`src/rtl/fetch_unit_pkg.sv`:
```
`default_nettype none
// ============================================================================
// Module      : fetch_unit_pkg
// Description : Shared CPU definitions: widths, instruction-length bit and
//               fetch-stage state encoding.
// Revision    : 1.0 - initial release
// ============================================================================
package fetch_unit_pkg;

    localparam int ADDR_W       = 8;
    localparam int DATA_W       = 8;
    localparam int TWO_BYTE_BIT = 7;

    typedef enum logic [1:0] {
        FETCH_OP  = 2'd0,
        FETCH_ARG = 2'd1,
        PRESENT   = 2'd2,
        HALTED    = 2'd3
    } fetch_state_t;

    function automatic logic is_two_byte(input logic [DATA_W-1:0] op);
        return op[TWO_BYTE_BIT];
    endfunction

endpackage
`default_nettype wire

```
`src/rtl/fetch_unit.sv`:
```
`default_nettype none
// ============================================================================
// Module      : fetch_unit
// Description : Instruction fetch stage; owns the PC, reads 1/2-byte
//               instructions from ROM and hands them to decode (valid/ready).
// Revision    : 1.0 - initial release
// ============================================================================
module fetch_unit
    import fetch_unit_pkg::*;
#(
    parameter logic [ADDR_W-1:0] RESET_PC = 8'h00
) (
    input  logic              clk,
    input  logic              rst,
    output logic [ADDR_W-1:0] rom_addr,
    input  logic [DATA_W-1:0] rom_data,
    output logic              instr_valid,
    input  logic              instr_ready,
    output logic [DATA_W-1:0] instr_op,
    output logic [DATA_W-1:0] instr_arg,
    output logic [ADDR_W-1:0] instr_pc,
    input  logic              redirect_valid,
    input  logic [ADDR_W-1:0] redirect_addr,
    input  logic              halt_req,
    output logic              halted
);

    fetch_state_t      r_state;
    logic [ADDR_W-1:0] r_pc;
    logic [DATA_W-1:0] r_op;
    logic [DATA_W-1:0] r_arg;
    logic [ADDR_W-1:0] r_ipc;

    fetch_state_t      w_next_state;
    logic [ADDR_W-1:0] w_next_pc;
    logic [DATA_W-1:0] w_next_op;
    logic [DATA_W-1:0] w_next_arg;
    logic [ADDR_W-1:0] w_next_ipc;

    always_ff @(posedge clk) begin
        if (rst) begin
            r_state <= FETCH_OP;
            r_pc    <= RESET_PC;
            r_op    <= '0;
            r_arg   <= '0;
            r_ipc   <= '0;
        end else begin
            r_state <= w_next_state;
            r_pc    <= w_next_pc;
            r_op    <= w_next_op;
            r_arg   <= w_next_arg;
            r_ipc   <= w_next_ipc;
        end
    end

    always_comb begin
        w_next_state = r_state;
        w_next_pc    = r_pc;
        w_next_op    = r_op;
        w_next_arg   = r_arg;
        w_next_ipc   = r_ipc;

        // Redirect overrides every in-flight step; stale instruction
        // registers are harmless because instr_valid drops with the state.
        if (redirect_valid && (r_state != HALTED)) begin
            w_next_pc    = redirect_addr;
            w_next_state = FETCH_OP;
        end else begin
            unique case (r_state)
                FETCH_OP: begin
                    if (halt_req) begin
                        w_next_state = HALTED;
                    end else begin
                        w_next_op  = rom_data;
                        w_next_ipc = r_pc;
                        w_next_pc  = r_pc + 8'd1;
                        if (is_two_byte(rom_data)) begin
                            w_next_state = FETCH_ARG;
                        end else begin
                            w_next_arg   = '0;
                            w_next_state = PRESENT;
                        end
                    end
                end
                FETCH_ARG: begin
                    w_next_arg   = rom_data;
                    w_next_pc    = r_pc + 8'd1;
                    w_next_state = PRESENT;
                end
                PRESENT: begin
                    if (instr_ready) begin
                        w_next_state = FETCH_OP;
                    end
                end
                HALTED: begin
                    w_next_state = HALTED;
                end
                default: begin
                    w_next_state = FETCH_OP;
                end
            endcase
        end
    end

    assign rom_addr    = r_pc;
    assign instr_op    = r_op;
    assign instr_arg   = r_arg;
    assign instr_pc    = r_ipc;
    assign instr_valid = (r_state == PRESENT);
    assign halted      = (r_state == HALTED);

endmodule
`default_nettype wire

```
`config.mk`:
```
export PLATFORM = sky130hd
export DESIGN_NAME = fetch_unit
export DESIGN_NICKNAME = d
export VERILOG_FILES = /design/src/rtl/fetch_unit_pkg.sv /design/src/rtl/fetch_unit.sv
export SDC_FILE = /design/constraint.sdc
export NUM_CORES = 1
export LEC_CHECK = 0
export ABC_AREA = 1
export BUFFER_PORTS_ARGS = -buffer_cell sky130_fd_sc_hd__buf_4
export CORE_AREA = 2 2 57 59
export DETAILED_ROUTE_END_ITERATION = 12
export DIE_AREA = 0 0 59 61
export HOLD_SLACK_MARGIN = 0.05
export PLACE_DENSITY_LB_ADDON = 0.1
export SETUP_SLACK_MARGIN = 0.5
export SLEW_MARGIN = 10
export SYNTH_ARGS = -nofsm -noshare
export SYNTH_HDL_FRONTEND = slang
export SYNTH_SLANG_ARGS = --single-unit
```
`constraint.sdc`:
```
create_clock -name clk -period 2.15 [get_ports clk]
set_clock_uncertainty 0.05 [all_clocks]
set_input_delay 0.43 -clock clk [delete_from_list [all_inputs] [get_ports clk]]
set_output_delay 0.43 -clock clk [all_outputs]
set_load 0.01 [all_outputs]
```
==> results of run 1 <==
timing repair:
action | in CTS | in global routing
pin swaps | 0 | 0
gates cloned | 0 | 0
resized for setup | 2 | 1
endpoints found under the setup margin | 5 | 8
setup buffers | 0 | 0
final cells by class:
type	count	area, um2
timing repair buffer	55	412.9
sequential	34	683.2
clock inverter	2	12.51
inverter	34	127.6
clock buffer	6	51.30
tap	33	41.29
multi-input combinational	138	655.6
fill	303	968.4
kinds of logic (layout without fill, tap and decap cells):
kind of cell               after synthesis  count (layout)  synth area share (%)
and+or+nand+nor                         80              80                 23.01
AOI/OAI and AO/OA                       57              57                 19.65
buffers and inverters                   41              97                 10.83
DFF                                     34              34                 45.68
adders and majority gates                1               1                0.8395
synth_stat cells:
library cell and n:
a21oi_1 32, a21oi_2 1, buf_1 1, buf_2 3
buf_4 1, clkbuf_1 2, dfxtp_1 34, ha_1 1
inv_1 33, inv_2 1, nand2_1 49, nand2_2 3
nand3_1 12, nand3_2 1, nand4_1 1, nor2_1 11
nor2_2 1, nor3_2 1, o21ai_0 17, o21ai_1 6
o21ai_2 1, or2_2 1
flip-flops by register name, indices dropped and copies added, names as in the netlist:
register   flops
rom_addr       8
instr_arg      8
r_state        2
instr_op       8
instr_pc       8
routing by layer:
metal  GRT usage, %  vias to the layer above  part of all wire [%]
met2          26.03                       42                    43
met1          29.37                      632                    50
met5              0                        -                     0
met4          6.818                        0                   1.4
li1               -                      789                     -
met3          6.610                        6                   5.2
worst max-delay path: cells and delay by family, from the launching register on:
kind	cells	cell delay, ns
simple gates	1	0.12
buf+inv	2	0.23
flops	1	0.40
path summary, 6_finish.rpt:
path	slack [ns]	end
setup / recovery	0.59	instr_valid
hold / removal	0.20	r_state[1]
setup reg to reg	0.66	instr_arg[3]
hold reg to reg	0.40	instr_pc[1]
report_power, final:
group / switching (mW) / total (mW) / internal [mW]
combinational: 0.129 / 0.244 / 0.114
clock: 0.214 / 0.371 / 0.157
sequential: 0.0360 / 0.707 / 0.671
==> out/metrics.cfg, run 1 <==
[floorplanning]
rows = 20
start_util_pct = 50.47
core_um2 = 2953
die_x_um = 59
die_y_um = 61
io_pins = 55
dieArea_um2 = 3599

[global_route]
grt_usage_pct = 19.61
globalRoute.totalOverflow = 0
antenna_found_initial = 0
grt_pass1_vias = 1148
grt_max_degree = 33
grt_pass1_wl_um = 5264

[min_path]
worstHoldPathCells = 2
worstHoldStart = instr_ready
hold_class = in2reg

[sta]
worst_pin_slew_ns = 0.5430
final-hold-violation-count = 0
rsz0062_at_grt = no
fin_setup_tns_ns = 0
slew_headroom_pct = 63.76
layout_min_cycle_time_ns = 1.559
holdWs_ns = 0.2005
fmax_mhz = 641.5
fin_ws_ns = 0.5912
period_share_pct = 72.50
drv_slew = 0
finalSetupViolCount = 0

[setup_path]
crit_path_top_delay_cell = dfxtp_2
crit_start = r_state[1]
cp_cell_sequence = inv_1 -> nor2_1 -> buf_4
slowest_delay_ns = 0.40
crit_type = reg2out
r2r_cells = 8
crit_arrival_ns = 1.08
r2r-start = r_state[1]
crit_path_max_fanout = 5
worst_setup_path_end_kind = output port
crit_required_ns = 1.67
worst_setup_path_start_kind = flop

[route]
drtPass1Iterations = 4
vias_per_cell = 4.864
drtIter0Drc = 49
routed_wl_um = 3336
via_count = 1469
drc = 0
wl_per_cell_um = 11.05
drtAntennaViolNets = 0

[synthesis]
syn-mean-instance-area_um2 = 6.996
syn_area_um2 = 1490
ys_ff_latch = 34
yosys_warnings = 0
synth_nets = 235
synth_cells = 213
synth_area_leaders = dfxtp_1, nand2_1, a21oi_1
synth-seq-area-share_pct = 45.68
yosysTopAreaCell = dfxtp_1
synth_top_area_share_pct = 45.68
netlist-cell-type-count = 22

[clock_network]
hold_buffers = 0
clock_path_buffers = 2
cts-root-buf = clkbuf_4
cts_made_buffers = 5
numClockSinks = 34
cts_tree = built
clkTransAtPathRegs_ns = 0.10
insertion_delay_ns = 0.33
htreeDepth = 2

[final_layout]
diodes = 0
layout_common_cells = buf_4, nand2_1, inv_1
final_common_cell = buf_4
drive_gt1_share_pct = 27.88
final_cell_count_no_fill = 302
design_area_um2 = 1984
syn2layout_area_growth_pct = 33.17
final_nets = 290
fin_util_pct = 67.20

[placed_design]
hpwlAfterDp_um = 2474
place_ws_ns = 0.4388
place_area_um2 = 1911
place.port_buffers = 54
placed_cells = 294
gp_congestion = 0.7765

[pwr]
ir_drop_uv = 390.9
p_leak_nw = 0.9143
powerDensity_nw_per_um2 = 666.1
power_mw = 1.322

[flow_run]
maxCapViolations = 0

[outcome]
outcome = complete, no violations

Note: power is estimated with default switching activity, not from simulation.
==> inputs of run 2 (changes only) <==
--- a/config.mk
+++ b/config.mk
@@ -7,9 +7,9 @@
 export LEC_CHECK = 0
 export ABC_AREA = 1
 export BUFFER_PORTS_ARGS = -buffer_cell sky130_fd_sc_hd__buf_4
-export CORE_AREA = 2 2 57 59
+export CORE_AREA = 2 2 59 61
 export DETAILED_ROUTE_END_ITERATION = 12
-export DIE_AREA = 0 0 59 61
+export DIE_AREA = 0 0 61 63
 export HOLD_SLACK_MARGIN = 0.05
 export PLACE_DENSITY_LB_ADDON = 0.1
 export SETUP_SLACK_MARGIN = 0.5
==> constraint.sdc (replaced) <==
create_clock -name clk -period 1.45 [get_ports clk]
set_clock_uncertainty 0.05 [all_clocks]
set_input_delay 0.29 -clock clk [delete_from_list [all_inputs] [get_ports clk]]
set_output_delay 0.29 -clock clk [all_outputs]
set_load 0.01 [all_outputs]
==> out/metrics.cfg, run 2 (synthesis gave the netlist of run 1 again) <==
[setup_path]
path_common_cell = buf_4
worst_setup_path_start_kind = flop
crit_start = r_state[1]
slowest_delay_ns = 0.39  ; about the same
r2r_slack_ns = 0.04  ; -0.62 ns
worst_setup_path_end_kind = flop
crit_type = reg2reg
crit_arrival_ns = 1.63  ; +0.55 ns
crit_required_ns = 1.67  ; about the same
endpoint = instr_op[3]
r2r-start = r_state[1]
crit_path_top_delay_cell = dfxtp_4
r2r_end = instr_op[3]
r2r_cells = 5  ; -3
cp_cell_sequence = buf_4 -> nor2_4 -> buf_4 -> nand3_2 -> a21oi_1
crit_path_max_fanout = 8  ; +3

[pwr]
pwr-share-comb_pct = 28.6  ; +10 points
p_leak_nw = 1.162  ; +27%
power_mw = 2.182  ; +65%
power.switching_uw = 678.2  ; +79%
clockPowerShare_pct = 22.7  ; -5.4 points
switching_share_pct = 31.09  ; +2.4 points
ir_drop_uv = 503.2  ; +29%
internal_power_mw = 1.503  ; +60%
pwr-share-seq_pct = 48.7  ; -4.8 points
powerDensity_nw_per_um2 = 817.1  ; +23%

[final_layout]
final_nets = 323  ; +11%
final_common_cell = nand2_1
diodes = 0  ; unchanged
drive_gt1_share_pct = 57.28  ; +29 points
syn2layout_area_growth_pct = 79.18
fillers = 201  ; -34%
layout_common_cells = nand2_1, buf_4, buf_6

[clock_network]
htreeDepth = 2  ; unchanged
cts_tree = built
cts-root-buf = clkbuf_4
insertion_delay_ns = 0.34  ; about the same
clock_path_buffers = 2  ; unchanged
cts_made_buffers = 5  ; unchanged
numClockSinks = 34  ; unchanged
clkTransAtPathRegs_ns = 0.11  ; about the same

[floorplanning]
die_y_um = 63  ; +3.3%
die_x_um = 61  ; +3.4%
dieArea_um2 = 3843  ; +6.8%
start_util_pct = 46.11  ; -4.4 points
rows = 21  ; +5.0%
io_pins = 55  ; unchanged
core_um2 = 3232  ; +9.4%

[route]
routed_wl_um = 4788  ; +44%
wl_per_cell_um = 13.76  ; +25%
drtPass1Iterations = 4  ; unchanged
drtIter0Drc = 73  ; +49%
vias_per_cell = 5.118  ; +5.2%
drtAntennaViolNets = 0  ; unchanged
drc = 0  ; unchanged
via_count = 1781  ; +21%

[sta]
final-hold-violation-count = 0  ; unchanged
layout_min_cycle_time_ns = 1.414
worst_pin_slew_ns = 0.4569  ; -0.08612 ns
fin_setup_tns_ns = 0  ; unchanged
rsz0062_at_grt = yes
drv_slew = 0  ; unchanged
slew_headroom_pct = 69.51  ; +5.7 points
finalSetupViolCount = 0  ; unchanged
period_share_pct = 97.54
fmax_mhz = 707.0

[flow_run]
maxCapViolations = 0  ; unchanged

[global_route]
globalRoute.totalOverflow = 0  ; unchanged
grt_max_degree = 19  ; -42%
grt_pass1_wl_um = 7238  ; +38%
antenna_found_initial = 0  ; unchanged
grt_usage_pct = 25.32  ; +5.7 points
grt_pass1_vias = 1617  ; +41%

[placed_design]
place.port_buffers = 54  ; unchanged
hpwlAfterDp_um = 2617  ; +5.8%
gp_congestion = 0.7940  ; +2.3%

[outcome]
outcome = complete, no violations

[min_path]
hold_class = in2reg

-- run 2: cell count changes in the layout (fill, tap and decap cells not counted), moves of 5 or more --
cell and change:
nand3_2 +5, o21ai_2 +8, o21ai_0 -13, buf_4 -10, buf_6 +37, dfxtp_2 +24, nor2_1 -6, a21oi_2 +8
dfxtp_4 +8, a21oi_1 -9, dfxtp_1 -32
-- run 2: power groups by stage --
stage,clock [mW],sequential (mW),combinational (mW)
final,0.495,1.06,0.624
after global routing,0.555,1.07,0.673
after floorplan,0,1.09,0.197
after global placement,0,1.07,0.394
after CTS,0.507,1.06,0.550
after detailed placement,0,1.07,0.397
-- run 2: worst min path at each step --
stage	cells past startpoint	slack, ns	start	to
floorplan	1	0.30	rst	rom_addr[0]
global placement	2	0.39	instr_op[0]	instr_op[0]
detailed placement	2	0.39	instr_op[0]	instr_op[0]
CTS	3	0.15	rom_data[1]	instr_arg[1]
global route	3	0.14	rom_data[3]	instr_arg[3]
finish	3	0.15	rom_data[2]	instr_arg[2]
-- run 2: per-layer routing --
layer	GRT usage, %	vias to the layer above	part of all wire, %
met1	28.50	842	40
met5	0	-	0
met3	7.453	12	4.7
li1	-	869	-
met2	43.55	58	53
met4	9.511	0	2.0
-- run 2: cell type report --
type | count | area, um2 | area share, %
multi-input cells | 142 | 898.4 | 33.65
repair buffers | 84 | 784.5 | 29.38
flip-flops and latches | 34 | 743.2 | 27.84
inverters | 34 | 135.1 | 5.061
well taps | 46 | 57.56 | 2.156
clock buffers | 6 | 41.29 | 1.546
clock inverters | 2 | 10.01 | 0.3749
-- run 2: repair_timing --
action	CTS	global route
gates cloned	3	1
endpoints found under the setup margin	68	68
buffers inserted	19	7
pin swaps	12	6
hold endpoints to repair	1	0
resized for setup	89	22
hold buffers	1	0
-- run 2: metrics by stage --
stage          worst slack (ns)  util (%)  area [um2]  cells  hold WS, ns
3_5_place_dp            0.01455     63.10        2039    309       0.3859
4_1_cts                 0.08259     78.28        2530    340       0.1459
3_3_place_gp            0.03678     63.10        2039    309       0.3855
5_1_grt                -0.02077     82.62        2670    348       0.1435
6_report                0.03564     82.62        2670    348       0.1489
2_1_floorplan            0.3532         -        1592    213       0.2994
-- run 2: worst max-delay path, delay by kind of cell (launching register included) --
kind            cells  cell delay (ns)
compound gates      1             0.24
simple gates        2             0.32
flops               1             0.39
buf+inv             2             0.33
